--- config.mk ---
export PLATFORM = sky130hd
export DESIGN_NAME = ofdm_tx_cmd_sched
export DESIGN_NICKNAME = d
export VERILOG_FILES = /design/src/rtl/ofdm_tx_sched_pkg.sv /design/src/rtl/ofdm_tx_rr_arb.sv /design/src/rtl/ofdm_tx_cmd_sched.sv
export SDC_FILE = /design/constraint.sdc
export NUM_CORES = 1
export LEC_CHECK = 0
export CORE_ASPECT_RATIO = 0.6
export CORE_MARGIN = 3
export CORE_UTILIZATION = 42
export CTS_CLUSTER_DIAMETER = 100
export CTS_CLUSTER_SIZE = 40
export DETAILED_ROUTE_END_ITERATION = 10
export GPL_TIMING_DRIVEN = 0
export HOLD_SLACK_MARGIN = 0.03
export PLACE_DENSITY = 0.76
export SYNTH_ARGS = -nofsm -noshare
export SYNTH_HDL_FRONTEND = slang
export SYNTH_SLANG_ARGS = --single-unit
--- constraint.sdc ---
create_clock -name up_clk -period 2.4 [get_ports up_clk]
set_clock_uncertainty 0.15 [all_clocks]
set_input_delay 0.48 -clock up_clk [delete_from_list [all_inputs] [get_ports up_clk]]
set_output_delay 0.48 -clock up_clk [all_outputs]
set_load 0.01 [all_outputs]
--- src/rtl/ofdm_tx_sched_pkg.sv ---
// Shared types and default widths for the OFDM TX command scheduler.
// Optional per-requester statistics are enabled with OFDM_TX_SCHED_STATS_EN.
package ofdm_tx_sched_pkg;

  localparam int NREQ_DEF    = 2;
  localparam int LEN_W_DEF   = 8;
  localparam int PAUSE_W_DEF = 22;
  localparam int CNT_W_DEF   = 10;

  typedef enum logic [2:0] {
    ST_IDLE      = 3'd0,
    ST_WAIT_DATA = 3'd1,
    ST_ISSUE     = 3'd2,
    ST_STREAM    = 3'd3,
    ST_PAUSE     = 3'd4
  } sched_state_e;

  typedef struct packed {
    logic [LEN_W_DEF-1:0]   length;
    logic [1:0]             mode;
    logic [PAUSE_W_DEF-1:0] pause;
  } tx_cmd_t;

  // Fold a position in [0, 2n) back into [0, n).
  function automatic int rr_wrap(input int idx, input int n);
    if (idx >= n) begin
      return idx - n;
    end else begin
      return idx;
    end
  endfunction

endpackage

--- src/rtl/ofdm_tx_rr_arb.sv ---
// Round-robin arbiter: the requester at or after ptr (wrapping) wins, one-hot grant.
module ofdm_tx_rr_arb
  import ofdm_tx_sched_pkg::*;
#(
  parameter  int NREQ = NREQ_DEF,
  localparam int OW   = $clog2(NREQ)
) (
  input  logic [NREQ-1:0] req,
  input  logic [OW-1:0]   ptr,
  output logic [NREQ-1:0] grant
);

  int   pos_s;
  logic found_s;

  // scan requesters in priority order starting at ptr
  always_comb begin
    grant   = '0;
    found_s = 1'b0;
    pos_s   = 32'sd0;
    for (int k = 0; k < NREQ; k++) begin
      pos_s = rr_wrap(int'(ptr) + k, NREQ);
      for (int i = 0; i < NREQ; i++) begin
        if (!found_s && (i == pos_s) && req[i]) begin
          grant[i] = 1'b1;
          found_s  = 1'b1;
        end else begin
          grant[i] = grant[i];
        end
      end
    end
  end

endmodule

--- src/rtl/ofdm_tx_cmd_sched.sv ---
// Arbitrates requester commands, waits for FIFO data, issues, streams and pauses.
// Define OFDM_TX_SCHED_STATS_EN to add per-requester accepted-command counters (frame_cnt).
module ofdm_tx_cmd_sched
  import ofdm_tx_sched_pkg::*;
#(
  parameter int NREQ    = NREQ_DEF,
  parameter int LEN_W   = LEN_W_DEF,
  parameter int PAUSE_W = PAUSE_W_DEF,
  parameter int CNT_W   = CNT_W_DEF
) (
  input  logic                      up_clk,
  input  logic                      up_rstn,
  input  logic                      enable,
  input  logic [NREQ-1:0]           req_valid,
  output logic [NREQ-1:0]           req_ready,
  input  logic [NREQ*LEN_W-1:0]     req_length,
  input  logic [NREQ*2-1:0]         req_mode,
  input  logic [NREQ*PAUSE_W-1:0]   req_pause,
  input  logic [CNT_W-1:0]          dataq_rdcnt,
  input  logic                      din_fire,
  output logic                      cmd_valid,
  input  logic                      cmd_ready,
  output logic [LEN_W-1:0]          cmd_length,
  output logic [1:0]                cmd_mode,
  output logic [PAUSE_W-1:0]        cmd_pause,
  output logic [$clog2(NREQ)-1:0]   cmd_owner,
`ifdef OFDM_TX_SCHED_STATS_EN
  output logic [NREQ*16-1:0]        frame_cnt,
`endif
  output logic                      busy
);

  localparam int OW = $clog2(NREQ);
  localparam int CW = (CNT_W > LEN_W) ? CNT_W : LEN_W;
  localparam logic [OW-1:0] LAST_IDX = OW'(NREQ - 1);

  sched_state_e       state_r, state_nxt_s;
  logic [OW-1:0]      ptr_r, grant_idx_s;
  logic [NREQ-1:0]    grant_s, req_ready_s;
  logic               grant_en_s, last_word_s;
  logic [LEN_W-1:0]   sel_len_s, cmd_length_r, word_cnt_r;
  logic [1:0]         sel_mode_s, cmd_mode_r;
  logic [PAUSE_W-1:0] sel_pause_s, cmd_pause_r, pause_cnt_r;
  logic [OW-1:0]      cmd_owner_r;
  logic               cmd_valid_r, busy_r;
  logic [CW-1:0]      rdcnt_ext_s, len_ext_s;

  // Grants are only possible from IDLE and never while reset is asserted.
  assign grant_en_s  = up_rstn && enable && (state_r == ST_IDLE);
  assign rdcnt_ext_s = CW'(dataq_rdcnt);
  assign len_ext_s   = CW'(cmd_length_r);
  assign last_word_s = ((word_cnt_r + LEN_W'(1'b1)) == cmd_length_r);

  ofdm_tx_rr_arb #(.NREQ(NREQ)) u_arb (
    .req   (req_valid),
    .ptr   (ptr_r),
    .grant (grant_s)
  );

  // gate the grant and pick the winning requester's index and fields
  always_comb begin
    req_ready_s = grant_s & {NREQ{grant_en_s}};
    grant_idx_s = '0;
    sel_len_s   = '0;
    sel_mode_s  = '0;
    sel_pause_s = '0;
    for (int i = 0; i < NREQ; i++) begin
      if (grant_s[i]) begin
        grant_idx_s = OW'(i);
        sel_len_s   = req_length[i*LEN_W +: LEN_W];
        sel_mode_s  = req_mode[i*2 +: 2];
        sel_pause_s = req_pause[i*PAUSE_W +: PAUSE_W];
      end else begin
        grant_idx_s = grant_idx_s;
      end
    end
  end

  // next-state decode
  always_comb begin
    state_nxt_s = state_r;
    case (state_r)
      ST_IDLE: begin
        if (|req_ready_s) state_nxt_s = ST_WAIT_DATA;
        else              state_nxt_s = ST_IDLE;
      end
      ST_WAIT_DATA: begin
        if (rdcnt_ext_s >= len_ext_s) state_nxt_s = ST_ISSUE;
        else                          state_nxt_s = ST_WAIT_DATA;
      end
      ST_ISSUE: begin
        if (!cmd_ready)                         state_nxt_s = ST_ISSUE;
        else if (cmd_length_r != '0)            state_nxt_s = ST_STREAM;
        else if (cmd_pause_r != '0)             state_nxt_s = ST_PAUSE;
        else                                    state_nxt_s = ST_IDLE;
      end
      ST_STREAM: begin
        if (!(din_fire && last_word_s))         state_nxt_s = ST_STREAM;
        else if (cmd_pause_r != '0)             state_nxt_s = ST_PAUSE;
        else                                    state_nxt_s = ST_IDLE;
      end
      ST_PAUSE: begin
        if (pause_cnt_r <= PAUSE_W'(1'b1)) state_nxt_s = ST_IDLE;
        else                               state_nxt_s = ST_PAUSE;
      end
      default: state_nxt_s = ST_IDLE;
    endcase
  end

  // state, command latch, round-robin pointer, counters and registered status
  always_ff @(posedge up_clk) begin
    if (!up_rstn) begin
      state_r      <= ST_IDLE;
      ptr_r        <= '0;
      cmd_length_r <= '0;
      cmd_mode_r   <= '0;
      cmd_pause_r  <= '0;
      cmd_owner_r  <= '0;
      word_cnt_r   <= '0;
      pause_cnt_r  <= '0;
      cmd_valid_r  <= 1'b0;
      busy_r       <= 1'b0;
    end else begin
      state_r     <= state_nxt_s;
      cmd_valid_r <= (state_nxt_s == ST_ISSUE);
      busy_r      <= (state_nxt_s != ST_IDLE);
      if (|req_ready_s) begin
        cmd_length_r <= sel_len_s;
        cmd_mode_r   <= sel_mode_s;
        cmd_pause_r  <= sel_pause_s;
        cmd_owner_r  <= grant_idx_s;
        ptr_r        <= (grant_idx_s == LAST_IDX) ? '0 : grant_idx_s + OW'(1'b1);
      end else begin
        ptr_r <= ptr_r;
      end
      if (state_r == ST_ISSUE) begin
        word_cnt_r <= '0;
      end else if ((state_r == ST_STREAM) && din_fire) begin
        word_cnt_r <= word_cnt_r + LEN_W'(1'b1);
      end else begin
        word_cnt_r <= word_cnt_r;
      end
      // the pause counter loads on entry and counts down to the final PAUSE cycle
      if ((state_nxt_s == ST_PAUSE) && (state_r != ST_PAUSE)) begin
        pause_cnt_r <= cmd_pause_r;
      end else if (state_r == ST_PAUSE) begin
        pause_cnt_r <= pause_cnt_r - PAUSE_W'(1'b1);
      end else begin
        pause_cnt_r <= pause_cnt_r;
      end
    end
  end

  assign req_ready  = req_ready_s;
  assign cmd_valid  = cmd_valid_r;
  assign busy       = busy_r;
  assign cmd_length = cmd_length_r;
  assign cmd_mode   = cmd_mode_r;
  assign cmd_pause  = cmd_pause_r;
  assign cmd_owner  = cmd_owner_r;

`ifdef OFDM_TX_SCHED_STATS_EN
  logic [15:0] frame_cnt_r [NREQ];

  // saturating per-requester count of commands accepted by the TX core
  always_ff @(posedge up_clk) begin
    for (int i = 0; i < NREQ; i++) begin
      if (!up_rstn) begin
        frame_cnt_r[i] <= 16'd0;
      end else if ((state_r == ST_ISSUE) && cmd_ready && (cmd_owner_r == OW'(i)) &&
                   (frame_cnt_r[i] != 16'hFFFF)) begin
        frame_cnt_r[i] <= frame_cnt_r[i] + 16'd1;
      end else begin
        frame_cnt_r[i] <= frame_cnt_r[i];
      end
    end
  end

  // flatten the counters onto the output bus
  always_comb begin
    frame_cnt = '0;
    for (int i = 0; i < NREQ; i++) begin
      frame_cnt[i*16 +: 16] = frame_cnt_r[i];
    end
  end
`endif

endmodule

==> results.ini <==
[outcome]
status = finished clean

[clock_network]
cts-root-buf = clkbuf_16
cts_inserted_buffers = 9
clk_pin_slew_ns = 0.06
cts_sinks = 69
clock_path_buffers = 2
cts_tree = yes
clk-insertion-delay-late_ns = 0.33
cts_htree_levels = 3
holdBufCountCts = 0

[route]
met1_length_mm = 5.87
wl_met3_mm = 1.40
drt_first_iter_violations = 411
wl_per_cell_um = 18.2
drcViolationCount = 0
vias = 4154
vias_per_cell = 5.86
routed_wl_mm = 12.9
drtAntennaViolNets = 0
maxUsedRoutingLayer = met4
met2_length_mm = 5.44
firstDrtPassIters = 5

[timing]
max_freq_ghz = 0.422
finalSetupTns_ns = 0
drv_slew = 0
worst_pin_slew_ns = 0.607
setup_violations = 0
period_minus_slack_ns = 2.37
finalHoldViolCount = 0
period_share = 0.988
rsz0062_at_grt = yes
slew_headroom = 0.595

[final_layout]
fillerInstances = 684
multiInputGateArea_um2 = 2390
n_antenna_cell = 0
final_cells = 709
drive_above_1_share = 0.149
synthToLayoutAreaGrowth_pct = 51.8
fin_nets = 684
register_area_um2 = 1410
finish.instance_area_um2 = 5710
fin_util = 0.663

[synth]
yosysMostFrequentCell = dfxtp_1
seq_area_frac_synth = 0.367
syn-mean-instance-area_um2 = 8.33
synth_seq_cells = 69
synth_nets = 544
ys_top_cells_by_count = dfxtp_1 (69), nor2_1 (67), a22oi_1 (35), a211oi_1 (33)
ys.flop_type = dfxtp_1
synth_warnings = 0
yosys.area.top_type = dfxtp_1
synth-async-reset-ratio = 0
yosysTopAreaCellShare = 0.367
synth-edff-count = 0
synth_cell_types = 59
synthesis.area_um2 = 3760
syn_inst = 452
netlist_top_cells_area = dfxtp_1 (37%), a22oi_1 (7.0%), nor2_1 (6.7%)

[global_route]
grt_max_degree = 14
gr-total-overflow = 0
gr-usage-all-layers = 0.254
grt_first_pass_wirelength_mm = 20.2
antenna_found_initial = 0
grt_pass1_vias = 3920

[floorplan]
core_area_um2 = 8620
die_w_um = 128
fp.dieH_um = 79.3
io_pins = 118
num_rows = 26
dieArea_um2 = 10200
start_util = 0.437

[pwr]
totalPowerFinal_uw = 3510
p_per_area_nw_per_um2 = 614
peakVddDrop_mv = 0.390
power_leakage_uw = 0.00215

[worst_setup_path]
endpoint_kind = register
cp.arrival_ns = 2.43
slowest_stage = or4_4
critPathKind = register to register
max_stage_delay_ns = 0.57
cp_max_fo = 4
cp-start-kind = register
cp_top_family = simple AND/OR/NAND/NOR gates
cp_num_buf_inv = 1
crit_chain = or4_4 -> nor3_4 -> buf_4 -> nand3_1 -> o31a_1 -> o211a_1 -> nand3b_1
critical_path_required_ns = 2.46

[worst_hold_path]
hold_class = register to register

[placed_design]
placed_cell_area_um2 = 5070
routabilityCongestion = 0.966
dpl.cell_count = 681
io_buffers = 117
post-dp-hpwl_mm = 9.54

[run]
cap_violations = 0

[cell families (layout without fill, tap and decap cells)]
group / after synthesis / in the layout / share of synthesized area
AO/OA/AOI/OAI: 145 / 145 / 0.278
XOR/XNOR: 21 / 21 / 0.0525
AND/OR/NAND/NOR: 161 / 161 / 0.215
multiplexers: 1 / 1 / 0.00266
flip-flops: 69 / 69 / 0.367
buffers and inverters: 44 / 189 / 0.0482
adder cells (fa/ha/maj): 11 / 11 / 0.0366
[per-stage QoR]
stage	worst slack, ns	hold slack [ns]
CTS	-0.00353	0.350
floorplan	0.162	0.311
global placement	-0.692	0.327
global route	-0.0350	0.373
finish	0.0290	0.350
detailed placement	-0.718	0.343
[state kept, by name, summed over array words and instances, names as in the netlist]
register,count
cmd_pause,22
pause_cnt_r,22
cmd_length,8
word_cnt_r,8
state_r,3
cmd_mode,2
busy,1
cmd_owner,1
cmd_valid,1
ptr_r,1
[worst min-delay path, delay by kind of cell, from the launching register on]
family	cells	cell delay, ns
DFF	1	0.34
AOI/OAI and AO/OA	1	0.05
and+or+nand+nor	1	0.06
[where the power goes]
part	total, uW	internal (uW)	switching [uW]
sequential	1290	1200	86.1
clock	1450	921	530
combinational	767	404	363
[cells in the final DEF, fill, tap and decap left out, types with 3 or more instances in the layout]
cell type          n
clkdlybuf4s50_1  113
nor2_1            62
dfxtp_1           54
a22oi_1           35
a211oi_1          33
clkbuf_1          21
nand2_1           21
a21oi_1           20
inv_1             18
xnor2_1           12
dfxtp_2           11
buf_4             11
o21ai_0           10
ha_1              10
nor4_1             9
clkbuf_16          9
nand3_1            8
nor3_1             8
xor2_1             6
or4_4              5
a211o_1            5
nand4_1            4
or4_1              4
o21a_1             4
nand2b_1           4
o22ai_1            4
nand3_2            4
buf_6              4
dfxtp_4            4
and2_1             3
a21oi_2            3
or3_1              3
nand2_2            3
o211ai_1           3
o221a_2            3
nor2_2             3
inv_6              3
dlygate4sd2_1      3
[worst paths after layout]
| path | slack (ns) | depth (start not counted) | endpoint | start |
|---|---|---|---|---|
| setup / recovery | 0.03 | 7 | busy | pause_cnt_r[11] |
| hold reg to reg | 0.35 | 2 | pause_cnt_r[3] | pause_cnt_r[3] |
| setup reg to reg | 0.03 | 7 | busy | pause_cnt_r[11] |
| hold / removal | 0.35 | 2 | pause_cnt_r[3] | pause_cnt_r[3] |
[layer usage]
layer,track usage,up-vias
li1,-,1980
met1,0.355,1903
met2,0.376,245
met3,0.0800,26
met4,0.0689,0
met5,0,-
[what timing repair did]
| action | CTS | global route |
|---|---|---|
| buffers inserted | 5 | 7 |
| endpoints found under the setup margin | 53 | 31 |
| pin swaps | 3 | 15 |
| resized for setup | 25 | 46 |
[area by class of cell]
| cell class | count | share of cell area |
|---|---|---|
| clock inverters | 6 | 0.0164 |
| well taps | 112 | 0.0245 |
| repair buffers | 129 | 0.221 |
| plain buffers | 25 | 0.0208 |
| multi-input cells | 339 | 0.418 |
| flip-flops and latches | 69 | 0.247 |
| inverters | 19 | 0.0125 |
| clock buffers | 10 | 0.0401 |
Note: power is estimated with default switching activity, not from simulation.
